### src/rtl/debug_text_pkg.sv
// Shared text-dump definitions: dump FSM state encoding and nibble-to-ASCII conversion.
// Also used by the top-level debug display.
package debug_text_pkg;

   typedef enum logic [2:0] {
      S_IDLE  = 3'd0,
      S_SEL   = 3'd1,
      S_LATCH = 3'd2,
      S_LABEL = 3'd3,
      S_DIGIT = 3'd4,
      S_NEXT  = 3'd5,
      S_FIN   = 3'd6
   } dump_state_t;

   localparam logic [7:0] CHAR_X     = 8'h78;
   localparam logic [7:0] CHAR_COLON = 8'h3A;
   localparam logic [7:0] CHAR_0     = 8'h30;

   // 'A' is 8'h41, so 8'h37 + 10 lands on it.
   function automatic logic [7:0] nibble_to_ascii(input logic [3:0] nib);
      return (nib < 4'd10) ? (CHAR_0 + {4'h0, nib}) : (8'h37 + {4'h0, nib});
   endfunction

endpackage

### src/rtl/reg_hex_dumper_if.sv
// Control, register-file read port and text-buffer write port of the register hex dumper.
// The slave modport is the dumper; the master modport is its environment.
interface reg_hex_dumper_if #(
   parameter int WORD_SIZE = 32,
   parameter int NUM_REGS  = 32,
   parameter int ADDR_W    = 13
);
   localparam int IDX_W = (NUM_REGS > 1) ? $clog2(NUM_REGS) : 1;

   logic                 start;
   logic                 label_en;
   logic                 busy;
   logic                 done;
   logic [IDX_W-1:0]     reg_addr;
   logic [WORD_SIZE-1:0] reg_data;
   logic                 txt_we;
   logic [ADDR_W-1:0]    txt_addr;
   logic [31:0]          txt_data;
   logic                 txt_ready;

   modport slave (
      input  start, label_en, reg_data, txt_ready,
      output busy, done, reg_addr, txt_we, txt_addr, txt_data
   );

   modport master (
      output start, label_en, reg_data, txt_ready,
      input  busy, done, reg_addr, txt_we, txt_addr, txt_data
   );

endinterface

### src/rtl/hex_ascii_enc.sv
// Combinational 4-bit nibble to uppercase hex ASCII character.
module hex_ascii_enc
   import debug_text_pkg::*;
(
   input  logic [3:0] i_nib,
   output logic [7:0] o_ascii
);

   assign o_ascii = nibble_to_ascii(i_nib);

endmodule

### src/rtl/reg_hex_dumper.sv
// Walks the register file and writes each register as a row of hex characters into a text buffer.
// One character per cycle while the sink is ready; a stalled character is held until accepted.
module reg_hex_dumper
   import debug_text_pkg::*;
#(
   parameter int          WORD_SIZE = 32,
   parameter int          NUM_REGS  = 32,
   parameter int          TEXT_COLS = 80,
   parameter int          ADDR_W    = 13,
   parameter int          BASE_ROW  = 0,
   parameter logic [23:0] ATTR      = 24'hFFFFFF
) (
   input  logic           clk,
   input  logic           rst,
   reg_hex_dumper_if.slave bus
);

   localparam int NIB   = WORD_SIZE / 4;
   localparam int IDX_W = (NUM_REGS > 1) ? $clog2(NUM_REGS) : 1;
   localparam int POS_W = $clog2(NIB + 5);

   dump_state_t          r_state;
   logic [IDX_W-1:0]     r_index;
   logic                 r_label;
   logic [WORD_SIZE-1:0] r_word;
   logic [POS_W-1:0]     r_pos;
   logic                 r_busy;
   logic                 r_done;
   logic                 r_txt_we;
   logic [ADDR_W-1:0]    r_txt_addr;
   logic [31:0]          r_txt_data;

   logic [3:0]           w_nib;
   logic [7:0]           w_hex;
   logic [7:0]           w_idx8;
   logic [7:0]           w_label_chr;
   logic [ADDR_W-1:0]    w_row_addr;
   logic [POS_W-1:0]     w_row_len;
   logic                 w_last_idx;

   // The first digit of a row is encoded straight from reg_data in the LATCH cycle.
   always_comb begin
      w_nib       = (r_state == S_LATCH) ? bus.reg_data[WORD_SIZE-1 -: 4] : r_word[WORD_SIZE-1 -: 4];
      w_idx8      = 8'(r_index);
      w_row_addr  = ADDR_W'((BASE_ROW + int'(r_index)) * TEXT_COLS);
      w_row_len   = r_label ? POS_W'(NIB + 4) : POS_W'(NIB);
      w_last_idx  = (r_index == IDX_W'(NUM_REGS - 1));
      w_label_chr = CHAR_COLON;
      if (r_pos == POS_W'(1)) begin
         w_label_chr = CHAR_0 + (w_idx8 / 8'd10);
      end else if (r_pos == POS_W'(2)) begin
         w_label_chr = CHAR_0 + (w_idx8 % 8'd10);
      end
   end

   hex_ascii_enc u_hex_ascii_enc (
      .i_nib   (w_nib),
      .o_ascii (w_hex)
   );

   always_ff @(posedge clk) begin
      if (rst) begin
         r_state    <= S_IDLE;
         r_index    <= '0;
         r_label    <= 1'b0;
         r_word     <= '0;
         r_pos      <= '0;
         r_busy     <= 1'b0;
         r_done     <= 1'b0;
         r_txt_we   <= 1'b0;
         r_txt_addr <= '0;
         r_txt_data <= '0;
      end else begin
         case (r_state)
            S_IDLE: begin
               if (bus.start) begin
                  r_label <= bus.label_en;
                  r_index <= '0;
                  r_busy  <= 1'b1;
                  r_state <= S_SEL;
               end
            end
            S_SEL: r_state <= S_LATCH;
            S_LATCH: begin
               r_txt_we   <= 1'b1;
               r_txt_addr <= w_row_addr;
               r_pos      <= POS_W'(1);
               if (r_label) begin
                  r_word     <= bus.reg_data;
                  r_txt_data <= {CHAR_X, ATTR};
                  r_state    <= S_LABEL;
               end else begin
                  r_word     <= bus.reg_data << 4;
                  r_txt_data <= {w_hex, ATTR};
                  r_state    <= S_DIGIT;
               end
            end
            // r_pos is the row position of the next character to present.
            S_LABEL, S_DIGIT: begin
               if (bus.txt_ready) begin
                  if (r_pos == w_row_len) begin
                     r_txt_we <= 1'b0;
                     r_state  <= S_NEXT;
                  end else begin
                     r_txt_addr <= r_txt_addr + ADDR_W'(1);
                     r_pos      <= r_pos + POS_W'(1);
                     if (r_label && (r_pos < POS_W'(4))) begin
                        r_txt_data <= {w_label_chr, ATTR};
                        r_state    <= S_LABEL;
                     end else begin
                        r_txt_data <= {w_hex, ATTR};
                        r_word     <= r_word << 4;
                        r_state    <= S_DIGIT;
                     end
                  end
               end
            end
            S_NEXT: begin
               if (w_last_idx) begin
                  r_busy  <= 1'b0;
                  r_done  <= 1'b1;
                  r_state <= S_FIN;
               end else begin
                  r_index <= r_index + IDX_W'(1);
                  r_state <= S_SEL;
               end
            end
            S_FIN: begin
               r_done  <= 1'b0;
               r_state <= S_IDLE;
            end
            default: r_state <= S_IDLE;
         endcase
      end
   end

   assign bus.busy     = r_busy;
   assign bus.done     = r_done;
   assign bus.reg_addr = r_index;
   assign bus.txt_we   = r_txt_we;
   assign bus.txt_addr = r_txt_addr;
   assign bus.txt_data = r_txt_data;

endmodule

### src/flat_wrapper.sv
// flat-port wrapper written by rule: the top's interface ports become plain ports
module reg_hex_dumper_flat import debug_text_pkg::*;
#(
   parameter int          WORD_SIZE = 32,
   parameter int          NUM_REGS  = 32,
   parameter int          TEXT_COLS = 80,
   parameter int          ADDR_W    = 13,
   parameter int          BASE_ROW  = 0,
   parameter logic [23:0] ATTR      = 24'hFFFFFF
)
  (clk, rst, bus_start, bus_label_en, bus_reg_data, bus_txt_ready, bus_busy, bus_done, bus_reg_addr, bus_txt_we, bus_txt_addr, bus_txt_data);
  reg_hex_dumper_if #(.WORD_SIZE(WORD_SIZE), .NUM_REGS(NUM_REGS), .ADDR_W(ADDR_W)) bus_i ();
  input  logic clk;
  input  logic rst;
  input wire logic [$bits(bus_i.start)-1:0] bus_start;
  input wire logic [$bits(bus_i.label_en)-1:0] bus_label_en;
  input wire logic [$bits(bus_i.reg_data)-1:0] bus_reg_data;
  input wire logic [$bits(bus_i.txt_ready)-1:0] bus_txt_ready;
  output wire logic [$bits(bus_i.busy)-1:0] bus_busy;
  output wire logic [$bits(bus_i.done)-1:0] bus_done;
  output wire logic [$bits(bus_i.reg_addr)-1:0] bus_reg_addr;
  output wire logic [$bits(bus_i.txt_we)-1:0] bus_txt_we;
  output wire logic [$bits(bus_i.txt_addr)-1:0] bus_txt_addr;
  output wire logic [$bits(bus_i.txt_data)-1:0] bus_txt_data;
  assign bus_i.start = bus_start;
  assign bus_i.label_en = bus_label_en;
  assign bus_i.reg_data = bus_reg_data;
  assign bus_i.txt_ready = bus_txt_ready;
  assign bus_busy = bus_i.busy;
  assign bus_done = bus_i.done;
  assign bus_reg_addr = bus_i.reg_addr;
  assign bus_txt_we = bus_i.txt_we;
  assign bus_txt_addr = bus_i.txt_addr;
  assign bus_txt_data = bus_i.txt_data;
  reg_hex_dumper #(.WORD_SIZE(WORD_SIZE), .NUM_REGS(NUM_REGS), .TEXT_COLS(TEXT_COLS), .ADDR_W(ADDR_W), .BASE_ROW(BASE_ROW), .ATTR(ATTR)) u_core (.clk(clk), .rst(rst), .bus(bus_i));
endmodule
### config.mk
export PLATFORM = sky130hd
export DESIGN_NAME = reg_hex_dumper_flat
export DESIGN_NICKNAME = d
export VERILOG_FILES = /design/src/rtl/debug_text_pkg.sv /design/src/rtl/reg_hex_dumper_if.sv /design/src/rtl/hex_ascii_enc.sv /design/src/rtl/reg_hex_dumper.sv /design/src/flat_wrapper.sv
export SDC_FILE = /design/constraint.sdc
export NUM_CORES = 1
export LEC_CHECK = 0
export ABC_AREA = 1
export CAP_MARGIN = 10
export CORE_MARGIN = 2
export CORE_UTILIZATION = 50
export DETAILED_ROUTE_END_ITERATION = 8
export MAX_ROUTING_LAYER = met4
export PLACE_DENSITY = 0.81
export SETUP_SLACK_MARGIN = 0.15
export SLEW_MARGIN = 20
export SYNTH_ARGS = -nofsm -noshare
export SYNTH_HDL_FRONTEND = slang
export SYNTH_HIERARCHICAL = 1
export SYNTH_SLANG_ARGS = --single-unit
### constraint.sdc
create_clock -name clk -period 2.6 [get_ports clk]
set_input_delay 0.39 -clock clk [delete_from_list [all_inputs] [get_ports clk]]
set_output_delay 0.39 -clock clk [all_outputs]
set_load 0.01 [all_outputs]
Yosys cells after proc, flatten, opt, wreduce, memory -nomap -nowiden
Cells that the tools add are included.

Input port bits: 37. Register bits after elaboration: 93. Output and inout port bits: 53. Word-level logic and storage cells: 92.

Div/mod/pow operators: 2. Reductions and logical operators: 14. Muxes and demuxes: 39. Multiply operators: 1. Add/subtract/negate cells: 7. Equality and inequality tests: 17. $lt $le $gt $ge: 2.

Operators with widths (count): $mux W32 (7); $pmux W32 S2 (2); $mux W31 (1); $mux W13 (2); $pmux W13 S2 (1); $mux W3 (7); $add A6 B8 Y8 const A (2); $mux W8 (2); $pmux W3 S5 (1); $add A6 B4 Y7 const A (2); $add A13 B1 Y13 const B (1); $mux W4 (3); $reduce_and A3 Y1 (4); $mux W5 (2); $ne A2 B2 Y1 const B (5); $pmux W5 S2 (1); $eq A3 B3 Y1 const B (3); $div A5 B4 Y8 const B (1); $mod A5 B4 Y8 const B (1); $mul A5 B3 Y8 const B (1); $pmux W4 S2 (1); $mux W7 (1); $eq A3 B2 Y1 const B (2); $pmux W1 S2 (3); other kinds (17) (26).

Logic depth before layout (Yosys ltp)
Depth after elaboration: 8. Gate-level depth with buffers: 14. Depth with buffers taken out: 14.

Modules after synthesis
The synthesis kept the hierarchy.

Modules (own cells, without submodules): reg_hex_dumper (cells each 646, area each 4167.7 um2, seq. area each 1401.3 um2, instances 1); hex_ascii_enc (cells each 25, area each 123.9 um2, seq. area each 0.0 um2, instances 1).

Worst setup path after synthesis
OpenSTA, ideal clock, no wires.

Path type: reg-to-reg. Start point: reg u_core.r_index[1] (netlist: u_core/bus.reg_addr[1]). End point: reg u_core.r_txt_addr[9] (netlist: u_core/bus.txt_addr[9]). Clock period less this slack: 1.862 ns. Path slack: 0.738 ns. Arrival time: 1.742 ns. Cell stages (with the launch flop): 8. Path buffers: 0. Required time: 2.481 ns. Setup time: 0.119 ns. Cells stage by stage: dfxtp_1 -> ha_1 -> ha_1 -> fa_1 -> xnor2_1 -> nor2_1 -> nor2_1 -> a21oi_1.

Longest elaborated chain between the ends: 2.

RTL lines: start: declaration (RTL line reg_hex_dumper.sv:23) `logic [IDX_W-1:0] r_index;`; start signal: assignment (RTL line reg_hex_dumper.sv:124) `r_index <= r_index + IDX_W'(1);`; $mul A5 B3 Y8 (RTL line reg_hex_dumper.sv:45) `w_row_addr = ADDR_W'((BASE_ROW + int'(r_index)) * TEXT_COLS);`; $pmux W13 S2 (RTL line reg_hex_dumper.sv:74) `case (r_state)`; end signal: assignment (RTL line reg_hex_dumper.sv:86) `r_txt_addr <= w_row_addr;`; end signal: assignment (RTL line reg_hex_dumper.sv:105) `r_txt_addr <= r_txt_addr + ADDR_W'(1);`; end: declaration (RTL line reg_hex_dumper.sv:30) `logic [ADDR_W-1:0] r_txt_addr;`.

No other way between the ends. A chain may end at the register's enable or synchronous reset.

Final worst setup path
Start point: reg u_core.r_state[0]. End point: reg u_core.r_word[24].

Longest elaborated chain between the ends: 4. Elaborated cells on any way between the ends: 10. Classes of those cells: 6 x eq/ne; 1 x mux; 3 x reduce/logical.

RTL lines: start: declaration (RTL line reg_hex_dumper.sv:22) `dump_state_t r_state;`; start signal: assignment (RTL line reg_hex_dumper.sv:63) `r_state <= S_IDLE;`; start signal: assignment (RTL line reg_hex_dumper.sv:80) `r_state <= S_SEL;`; start signal: assignment (RTL line reg_hex_dumper.sv:83) `S_SEL: r_state <= S_LATCH;`; $eq A3 B2 Y1 or $eq A3 B3 Y1 (tied branches) (RTL line reg_hex_dumper.sv:74); $reduce_or A2 Y1 (RTL line reg_hex_dumper.sv:74); $ne A2 B2 Y1 (no line) or $reduce_bool A2 Y1 (tied branches); $reduce_and A4 Y1 (no line); end signal: assignment (RTL line reg_hex_dumper.sv:89) `r_word <= bus.reg_data;`; end signal: assignment (RTL line reg_hex_dumper.sv:93) `r_word <= bus.reg_data << 4;`; end signal: assignment (RTL line reg_hex_dumper.sv:112) `r_word <= r_word << 4;`; end: declaration (RTL line reg_hex_dumper.sv:25) `logic [WORD_SIZE-1:0] r_word;`.

Several ways; a longest one is shown, not always the timed one.

==> impl_metrics.env <==
export IMPL_status="completed"
export IMPL_seqCellArea_um2=1400
export IMPL_crit_fanout=33
export IMPL_cts_sinks=70
export IMPL_setup_viol=0
export IMPL_diodes=0
export IMPL_min_to="u_core/r_word[1]"
export IMPL_avgViaCountPerCell=5.42
export IMPL_worst_slew_pin_slew_ps=647
export IMPL_port_buffers=89
export IMPL_power_w=0.00482
export IMPL_worstPathRequired_ps=2830
export IMPL_startpoint_type="flop"
export IMPL_clk_pin_slew_ps=70
export IMPL_p_seq_share_pct=34.4
export IMPL_yosys_most_used_dff="dfxtp_1"
export IMPL_num_fill_cells=768
export IMPL_synth_cell_types=36
export IMPL_crit_path_end_kind="flop"
export IMPL_ioPinCount=90
export IMPL_hold_buffers=0
export IMPL_timing_hold_violations_final=0
export IMPL_grt_usage_pct=24.7
export IMPL_grt_pass1_vias=4307
export IMPL_hold_start="u_core/r_word[1]"
export IMPL_dp_hpwl_mm=8.17
export IMPL_r2r_cells=8
export IMPL_dr_first_iter_drc_count=296
export IMPL_ys_warn_count=6
export IMPL_max_freq_mhz=460
export IMPL_arrival_ps=2410
export IMPL_synth_seq_cells=70
export IMPL_multiInputGateArea_um2=2390
export IMPL_synthCells=671
export IMPL_p_comb_share_pct=47.6
export IMPL_path_class="reg2reg"
export IMPL_holdCritPathClass="reg2reg"
export IMPL_antenna_found_initial=0
export IMPL_drc_errors=0
export IMPL_grt_pass1_wl_mm=19.1
export IMPL_slowest_delay_ps=400
export IMPL_drv_slew=0
export IMPL_clockBufferDepth=2
export IMPL_first_pass_iters=5
export IMPL_synth_area_um2=4290
export IMPL_ff2ff_setup_slack_ps=420
export IMPL_avgSynthCellArea_um2=6.40
export IMPL_grt_max_degree=34
export IMPL_setup_ws_ps=425
export IMPL_die_w_um=96.6
export IMPL_rows=33
export IMPL_pwr_share_clk_pct=18.0
export IMPL_timing_rr_end="u_core/r_word[24]"
export IMPL_cts_tree="yes"
export IMPL_p_leak_nw=2.13
export IMPL_synth_nets=726
export IMPL_rr_startpoint="u_core/r_state[0]"
export IMPL_cts_root_buf="clkbuf_8"
export IMPL_ir_worst_vdd_mv=0.455
export IMPL_routed_wl_mm=11.2
export IMPL_h_tree_depth=3
export IMPL_ys_seq_area_share_pct=32.7
export IMPL_setup_tns_ps=0
export IMPL_netSwitchingFraction_pct=41.1
export IMPL_ys_async_sr_fraction_pct=0
export IMPL_rsz0062_at_grt="no"
export IMPL_p_per_area_nw_per_um2=915
export IMPL_power_switching_w=0.00198
export IMPL_hold_depth=2
export IMPL_area_delta_synth_final_pct=22.7
export IMPL_utilization_pct=63.8
export IMPL_drt_antenna_violating_nets=0
export IMPL_cap_violations=0
export IMPL_path_cells="nor2_1, nand2_1, nand2_2, nand2_2, nand2_4, inv_4, nor2_1, nor2_1"
export IMPL_initial_core_util_pct=52.0
export IMPL_slowest_stage="nand2_4"
export IMPL_die_y_um=96.6
export IMPL_vias=4538
export IMPL_holdWs_ps=470
export IMPL_post_cts_resized=0
export IMPL_power_internal_w=0.00283
export IMPL_gp_congestion=0.899
export IMPL_drive_gt1_share_pct=5.32
export IMPL_synth_edf_count=0
export IMPL_mostFrequentLayoutCells="nand2_1 (180), nor2_1 (92), clkdlybuf4s50_1 (89)"
export IMPL_nets=785
export IMPL_core_area_um2=8260
export IMPL_cts_made_buffers=9
export IMPL_place_ws_ps=492
export IMPL_wl_per_cell_um=13.4
export IMPL_min_period_ps=2180
export IMPL_clk_latency_ps=340
export IMPL_crit_path_frequent_cell="nor2_1"
export IMPL_slew_headroom_pct=56.8
export IMPL_final_common_cell="nand2_1"
export IMPL_gr_total_overflow=0
export IMPL_post_route_period_util_pct=83.7
export IMPL_dieArea_um2=9340
export IMPL_finClkSkew_ps=4.37
export IMPL_post_cts_setup_buffer_count=0
[sequential cells by signal, summed over array words and instances (netlist names)]
signal,count
u_core/r_state,3
u_core/r_label,1
u_core/r_word,32
u_core/bus.busy,1
u_core/bus.done,1
u_core/bus.txt_we,1
u_core/r_pos,4
u_core/bus.reg_addr,5
u_core/bus.txt_addr,13
u_core/bus.txt_data,9
[synth_stat cells (5+ instances only)]
master / number / area [um^2]
nor2_1: 94 / 353
buf_2: 11 / 55.1
clkbuf_1: 10 / 37.5
ha_1: 17 / 213
inv_1: 43 / 161
o21ai_1: 43 / 215
dfxtp_1: 70 / 1400
a31oi_1: 5 / 31.3
o21ai_0: 13 / 65.1
buf_4: 26 / 195
a21oi_1: 44 / 220
nand2_1: 180 / 676
nor3_1: 11 / 55.1
nand4_1: 7 / 43.8
nand3_1: 61 / 305
inv_2: 5 / 18.8
[critical path, delay by kind of cell (launching register included)]
kind / cells / cell delay, ps
flops: 1 / 350
simple gates: 7 / 1480
buf+inv: 1 / 210
[worst max-delay path by stage]
stage	end	from	depth (start not counted)	slack, ps
after floorplan	u_core/bus.txt_addr[9]	u_core/bus.reg_addr[1]	7	740
after global placement	u_core/r_word[18]	u_core/r_state[0]	8	540
after detailed placement	u_core/r_word[13]	u_core/r_state[0]	8	490
after CTS	bus_txt_data[13]	u_core/bus.txt_data[23]	1	420
after global routing	u_core/r_word[23]	u_core/r_state[0]	8	200
final	u_core/r_word[24]	u_core/r_state[0]	8	420
[final cells by class]
type / instances / area share [%]
tap: 105 / 2.50
clock buffer: 13 / 3.02
multi-input combinational: 501 / 45.4
sequential: 70 / 26.6
clock inverter: 1 / 0.570
timing repair buffer: 99 / 18.3
inverter: 49 / 3.54
[power by group through the flow]
stage / combinational (W) / sequential, W / clock (W)
5_1_grt: 0.00257 / 0.00170 / 0.000942
3_3_place_gp: 0.00223 / 0.00166 / 0
2_1_floorplan: 0.00162 / 0.00166 / 0
4_1_cts: 0.00228 / 0.00165 / 0.000889
3_5_place_dp: 0.00228 / 0.00168 / 0
6_report: 0.00229 / 0.00166 / 0.000868
[per-layer routing]
| layer | GRT usage [%] | vias up | routed length [um] |
|---|---|---|---|
| li1 | - | 2282 | - |
| met1 | 28.8 | 2065 | 4870 |
| met2 | 42.1 | 173 | 5460 |
| met3 | 4.62 | 18 | 675 |
| met4 | 9.43 | 0 | 224 |
| met5 | - | - | 0 |
[cell families (layout without fill, tap and decap cells)]
kind of cell	count (synthesis)	after routing	synth area share (%)
simple gates	365	365	35.5
compound gates	113	113	13.8
buf+inv	100	162	11.7
flops	70	70	32.7
fa+ha+maj	18	18	5.42
xor+xnor	4	4	0.816
other cells	1	1	0.0874
[metrics by stage]
stage                     instances  area [um^2]
after CTS                       838         5270
final                           838         5270
after detailed placement        824         5080
after global placement          824         5080
after floorplan                 671         4290
after global routing            838         5270
(Power assumes the default switching activity.)
